`src/rtl/dmem_arbiter.sv`:
```
// Two-requester arbiter in front of a single-port data RAM: one RISC-V load/store
// per three-cycle transaction (IDLE -> ACCESS -> RESP), with lane steering and load formatting.
`timescale 1ns/1ps
module dmem_arbiter #(
  parameter int MEM_AW = 12
) (
  input  logic              clk,
  input  logic              rst,
  input  logic [1:0]        m_valid,
  output logic [1:0]        m_ready,
  input  logic [63:0]       m_addr,
  input  logic [1:0]        m_we,
  input  logic [5:0]        m_funct3,
  input  logic [63:0]       m_wdata,
  output logic [1:0]        rsp_valid,
  output logic [31:0]       rsp_rdata,
  output logic              rsp_err,
  output logic              mem_en,
  output logic              mem_we,
  output logic [3:0]        mem_be,
  output logic [MEM_AW-1:0] mem_addr,
  output logic [31:0]       mem_wdata,
  input  logic [31:0]       mem_rdata
);

  typedef enum logic [1:0] {IDLE, ACCESS, RESP} state_t;

  state_t      state, state_next;
  logic        last_grant;
  logic        grant_d;
  logic        accept;
  logic [31:0] addr_q;
  logic        we_q;
  logic [2:0]  funct3_q;
  logic [31:0] wdata_q;

  logic        legal_f3;
  logic        misalign;
  logic        err;
  logic [3:0]  lane_be;
  logic [31:0] lane_wdata;
  logic [31:0] shifted;
  logic [31:0] load_data;
  logic        unused_addr;

  // Only the word-address bits reach the RAM; the rest of the latched address is dropped.
  assign unused_addr = ^addr_q[31:MEM_AW+2];

  // Round-robin on ties: the requester that did not win last time goes first.
  always_comb begin
    grant_d = 1'b0;
    case (m_valid)
      2'b01:   grant_d = 1'b0;
      2'b10:   grant_d = 1'b1;
      2'b11:   grant_d = ~last_grant;
      default: grant_d = 1'b0;
    endcase
  end

  assign accept = (state == IDLE) && (|m_valid);

  // NOTE: sequential state uses non-blocking assignments so every flop samples pre-edge values.
  always_ff @(posedge clk or negedge rst) begin
    if (!rst) begin
      state <= IDLE;
    end else begin
      state <= state_next;
    end
  end

  always_comb begin
    state_next = state;
    case (state)
      IDLE:    if (|m_valid) state_next = ACCESS;
      ACCESS:  state_next = RESP;
      RESP:    state_next = IDLE;
      default: state_next = IDLE;
    endcase
  end

  // Payload is captured once at acceptance, so requesters may change inputs afterwards.
  always_ff @(posedge clk or negedge rst) begin
    if (!rst) begin
      last_grant <= 1'b1;
      addr_q     <= '0;
      we_q       <= 1'b0;
      funct3_q   <= '0;
      wdata_q    <= '0;
    end else if (accept) begin
      last_grant <= grant_d;
      addr_q     <= grant_d ? m_addr[63:32]    : m_addr[31:0];
      we_q       <= grant_d ? m_we[1]          : m_we[0];
      funct3_q   <= grant_d ? m_funct3[5:3]    : m_funct3[2:0];
      wdata_q    <= grant_d ? m_wdata[63:32]   : m_wdata[31:0];
    end
  end

  // NOTE: every always_comb output gets a default first, so no path can infer a latch.
  always_comb begin
    legal_f3   = 1'b0;
    misalign   = 1'b0;
    lane_be    = 4'b1111;
    lane_wdata = wdata_q;
    if (we_q) legal_f3 = (funct3_q[2] == 1'b0) && (funct3_q[1:0] != 2'b11);
    else      legal_f3 = (funct3_q[1:0] != 2'b11) && (funct3_q != 3'b110);
    case (funct3_q[1:0])
      2'b00: begin
        lane_be    = 4'b0001 << addr_q[1:0];
        lane_wdata = {4{wdata_q[7:0]}};
      end
      2'b01: begin
        misalign   = addr_q[0];
        lane_be    = addr_q[1] ? 4'b1100 : 4'b0011;
        lane_wdata = {2{wdata_q[15:0]}};
      end
      default: misalign = (addr_q[1:0] != 2'b00);
    endcase
  end

  assign err = !legal_f3 || misalign;

  always_comb begin
    shifted   = mem_rdata >> {addr_q[1:0], 3'b000};
    load_data = shifted;
    case (funct3_q)
      3'b000:  load_data = {{24{shifted[7]}}, shifted[7:0]};
      3'b001:  load_data = {{16{shifted[15]}}, shifted[15:0]};
      3'b100:  load_data = {24'b0, shifted[7:0]};
      3'b101:  load_data = {16'b0, shifted[15:0]};
      default: load_data = shifted;
    endcase
  end

  // m_ready is gated by rst directly so it is 0 for the whole reset window.
  always_comb begin
    m_ready   = '0;
    rsp_valid = '0;
    rsp_rdata = '0;
    rsp_err   = 1'b0;
    mem_en    = 1'b0;
    mem_we    = 1'b0;
    mem_be    = '0;
    mem_addr  = '0;
    mem_wdata = '0;
    case (state)
      IDLE: if (rst && (|m_valid)) m_ready[grant_d] = 1'b1;
      ACCESS: if (!err) begin
        mem_en    = 1'b1;
        mem_we    = we_q;
        mem_be    = lane_be;
        mem_addr  = addr_q[MEM_AW+1:2];
        mem_wdata = we_q ? lane_wdata : 32'b0;
      end
      RESP: begin
        rsp_valid[last_grant] = 1'b1;
        rsp_err               = err;
        rsp_rdata             = (err || we_q) ? 32'b0 : load_data;
      end
      default: ;
    endcase
  end

endmodule
```
`config.mk`:
```
export PLATFORM = sky130hd
export DESIGN_NAME = dmem_arbiter
export DESIGN_NICKNAME = d
export VERILOG_FILES = /design/src/rtl/dmem_arbiter.sv
export SDC_FILE = /design/constraint.sdc
export NUM_CORES = 1
export LEC_CHECK = 0
export BUFFER_PORTS_ARGS = -buffer_cell sky130_fd_sc_hd__buf_2
export CAP_MARGIN = 0
export CORE_MARGIN = 5
export CORE_UTILIZATION = 40
export DETAILED_ROUTE_END_ITERATION = 10
export PLACE_DENSITY_LB_ADDON = 0.08
export SYNTH_ARGS = -nofsm -noshare
export SYNTH_HDL_FRONTEND = slang
export SYNTH_SLANG_ARGS = --single-unit
```
`constraint.sdc`:
```
create_clock -name clk -period 5.3 [get_ports clk]
set_clock_uncertainty 0.1 [all_clocks]
set_input_delay 0.265 -clock clk [delete_from_list [all_inputs] [get_ports clk]]
set_output_delay 0.265 -clock clk [all_outputs]
set_load 0.02 [all_outputs]
```
* Word level (Yosys, flattened, before mapping)
Index checks and enable logic that the tools add are counted.
Word-level totals: output and inout bits 87, bits of input ports 172, bits in registers 53, logic and storage cells 73
Cells by class: bitwise operators 2, magnitude comparators 4, equal/unequal tests 11, reductions and logical operators 14, muxes and demuxes 34, shift operators 2
Operators with widths (count):
- 2-to-1 mux 32 bit | 6
- case mux 32 bit (4 select lines) | 1
- case mux 32 bit (2 select lines) | 1
- >> shifter 32 x 5 -> 32 bit | 1
- 2-to-1 mux 12 bit | 2
- 2-to-1 mux 14 bit | 1
- 2-to-1 mux 4 bit | 3
- 2-to-1 mux 1 bit | 9
- 2-to-1 mux 2 bit | 4
- case mux 4 bit (2 select lines) | 1
- equality test 2 bit (second input constant) | 3
- equality test 3 bit (second input constant) | 2
- logical AND 1 bit | 6
- equality test 2 x 1 -> 1 bit (second input constant) | 2
- zero test 2 bit | 2
- < comparator 1 x 2 -> 1 bit (second input constant) | 2
- case mux 1 bit (2 select lines) | 2
- case mux 2 bit (2 select lines) | 1
- << shifter 1 x 2 -> 4 bit (first input constant) | 1
- equality test 3 x 1 -> 1 bit (second input constant) | 1
- zero test 3 bit | 1
- 2-to-1 mux 3 bit | 1
- inequality test 3 bit (second input constant) | 1
- demux 1 bit (select 1 bit) | 2
- 8 further kinds | 11

* Logic depth before layout (Yosys ltp)
word-level depth 8, gate-level depth with buffers 7, mapped depth without buffers 4

* Least setup slack after synthesis
Ideal clock, no wire load.
kind register to output, start point register funct3_q[0], end point output rsp_rdata[10], buffers on the path 3, slack 3.041 ns, stages on the path, launching flop included 7, required time 4.935 ns, arrival 1.894 ns, cell sequence dfrtp_1 > buf_2 > or2_2 > clkbuf_1 > or4b_1 > buf_2 > a21oi_1
On the way: word-level cells in the longest chain between the ends 8, elaborated cells between the ends (all ways) 18, those cells by class eq/ne (6); mux (5); reduce/logical (7)
Ends and longest elaborated chain:
- start: declaration | line 34 | logic [2:0] funct3_q;
- start signal: assignment | line 93 | funct3_q <= grant_d ? m_funct3[5:3] : m_funct3[2:0];
- inequality test 3 bit / inequality test 2 bit (equally long branches) | line 105, 104
- logical AND 1 bit, on equally long branches | line 105, 104
- 2-to-1 mux 1 bit | line 104 | if (we_q) legal_f3 = (funct3_q[2] == 1'b0) && (funct3_q[1:0] != 2'b11);
- zero test 1 bit | line 120 | assign err = !legal_f3 || misalign;
- logical OR 1 bit | line 120
- logical OR 1 bit | line 157 | rsp_rdata = (err || we_q) ? 32'b0 : load_data;
- 2-to-1 mux 32 bit * | line 157
- 2-to-1 mux 32 bit * | line 145 | case (state)
- end: declaration | line 16 | output logic [31:0] rsp_rdata,
Mark *: on every way between the ends. The rest lies on a longest branch, timed or not.

* Final worst setup path
start point register addr_q[1], end point output mem_wdata[10]
On the way: word-level cells in the longest chain between the ends 5
Ends and longest elaborated chain:
- start: declaration | line 32 | logic [31:0] addr_q;
- start signal: assignment | line 91 | addr_q <= grant_d ? m_addr[63:32] : m_addr[31:0];
- nonzero test 2 bit | line 116 | default: misalign = (addr_q[1:0] != 2'b00);
- case mux 1 bit (2 select lines) | line 106 | case (funct3_q[1:0])
- logical OR 1 bit | line 120
- 2-to-1 mux 32 bit | line 147 | ACCESS: if (!err) begin
- 2-to-1 mux 32 bit | line 145
- end: declaration | line 22 | output logic [31:0] mem_wdata,
No other way between the ends.

==> impl_metrics.ini <==
[clocking]
clk_latency_ns = 0.29
clock_sinks = 53
cts-htree-levels = 2
cts.repair.resized = 0
clk_path_buf_depth = 2
cts_tree = built
root_buffer = clkbuf_8
path_clk_slew_ns = 0.10
cts_setup_buffers = 0
cts_hold_buf = 0
cts_buffers = 5

[drt]
drc = 0
via_count = 3831
wl_per_cell_um = 15.1
vias_per_cell = 4.95
ant_nets = 0
drt_iter0_markers = 161
wl_mm = 11.7
drt_pass1_iterations = 4

[logic_synthesis]
synth-seq-area-share_pct = 34.5
synth_edf_count = 0
syn_inst = 451
yosysWarningCount = 0
synth_area_sq_um = 3840
yosysTopAreaCellShare_pct = 33.8
synth_seq_cells = 53
synth_cell_types = 34
yosys.area.top_type = dfrtp_1
synthFlopType = dfrtp_1
avgSynthCellArea_sq_um = 8.53
netlist_top_cells_area = dfrtp_1 34%, mux2i_1 20%, a21oi_1 10%
ys_async_sr_fraction_pct = 100
syn_nets = 623

[timing]
fmax_mhz = 258
relSlewSlack_pct = 31.8
worstMarginPinSlew_ns = 1.02
setup_violations = 0
timing.hold.ws_ns = -0.0210
tns_ns = 0
maxSlewViolCount = 0
hold_violations = 35
fin_crit_ns = 3.88
rsz0062_at_grt = no
fin_crit_sh_pct = 73.2

[place]
gp_congestion = 0.812
post-place-cells = 766
port_buffers = 222
place_hpwl_mm = 8.74

[worst_hold_path]
hold_class = in -> async

[critical_path]
slowest_stage = dfrtp_1
cp_top_family = simple AND/OR/NAND/NOR gates
path_cells = nor4_4 > o21a_1 > nand2_1 > a21oi_1 > buf_2
startpoint_type = flop
worst-setup-path-type = reg -> out
slowest_delay_ns = 0.74
crit_path_max_fanout = 28
crit_required_ns = 4.93
critPathCaptureType = primary output
arrival_ns = 3.52
path_buf_inv = 1

[run_status]
status = finished with violations
violations = hold timing

[global_routing]
grt_max_degree = 103
grt_usage_pct = 19.5
grt_pass1_wl_mm = 18.4
grt_pass1_vias = 3808
overflow = 0
antenna_found_initial = 0

[run]
max-cap-violations = 0

[floorplan]
core_sq_um = 9330
initial_core_util_pct = 41.2
dieArea_sq_um = 11700
core.rowCount = 35
ios = 259
fp.dieW_um = 108
die_y_um = 108

[cells_and_area]
diodes = 0
area_delta_synth_final_pct = 32.0
multiInputGateArea_sq_um = 2350
fin_cells = 774
post-route-util_pct = 54.4
fillers = 930
nNetsFinal = 816
final_cell_mix = 222 x buf_2, 88 x nor2_1, 78 x a21oi_1
final_common_cell = buf_2
regArea_sq_um = 1330
layout-drive-gt1-share_pct = 38.6

[pwr]
worst_ir_drop_vdd_uv = 256
pwr_density_cell_nw_per_um2 = 446
leakagePower_nw = 2.84
## synth_stat cells (2+ instances only)
master,n
nor2_1,88
a21oi_1,78
mux2i_1,75
dfrtp_1,52
clkbuf_1,25
nand2_1,20
and2_1,19
a21o_1,16
buf_2,11
nor2b_1,11
and3_1,9
o21ai_0,8
mux4_2,7
o21a_1,5
inv_1,3
buf_1,2
buf_6,2
nor3_1,2
nor3b_1,2
nor4_4,2
## through the flow
step | worst slack [ns] | hold WS [ns] | instance area, sq um | power, mW
2_1_floorplan | 3.04 | -0.131 | 3840 | 1.73
6_report | 1.42 | -0.0210 | 5070 | 2.26
3_3_place_gp | 1.75 | 0.343 | 4990 | 2.01
4_1_cts | 1.37 | 0.00386 | 5070 | 2.29
5_1_grt | 1.08 | 0.0385 | 5070 | 2.48
3_5_place_dp | 1.73 | 0.346 | 4990 | 2.05
## worst paths after layout
kind / start / endpoint / slack [ns] / cells past startpoint
min: rst / wdata_q[23] / -0.02 / 2
max in group asynchronous: rst / state[1] / 4.66 / 2
min in group clk: m_valid[0] / last_grant / 0.09 / 2
max reg2reg: last_grant / wdata_q[5] / 3.14 / 4
max: addr_q[1] / mem_wdata[10] / 1.42 / 5
min reg2reg: state[1] / state[1] / 0.39 / 1
## power breakdown
group          internal (mW)  switching, mW
combinational          0.509          0.690
sequential             0.608          0.226
clock                 0.0946          0.136
## routing by layer
layer / part of all wire, % / global-route usage (%) / vias to the layer above / wire length, um
li1: - / - / 1943 / -
met1: 44 / 26.0 / 1745 / 5090
met2: 48 / 32.5 / 131 / 5600
met3: 7.0 / 4.18 / 12 / 821
met4: 1.3 / 4.51 / 0 / 147
met5: 0 / 0 / - / 0
## flip-flops by register name (all words and copies together) (netlist names)
| signal | count |
|---|---|
| funct3_q | 3 |
| last_grant | 1 |
| wdata_q | 32 |
| state | 2 |
| addr_q | 14 |
| we_q | 1 |
## cells by family (layout without fill, tap and decap cells)
| group | count (synthesis) | after routing | synth area share, % |
|---|---|---|---|
| buf+inv | 43 | 237 | 4.95 |
| mux | 83 | 83 | 23.9 |
| flops | 53 | 53 | 34.5 |
| simple gates | 159 | 159 | 20.0 |
| compound gates | 113 | 113 | 16.6 |
## area by class of cell
type,instances,share of cell area (%)
Multi-Input combinational cell,355,46.2
Sequential cell,53,26.2
Timing Repair Buffer,226,22.5
Tap cell,129,3.18
Clock buffer,6,1.43
Clock inverter,2,0.271
Inverter,3,0.222
Note: power is estimated with default switching activity, not from simulation.
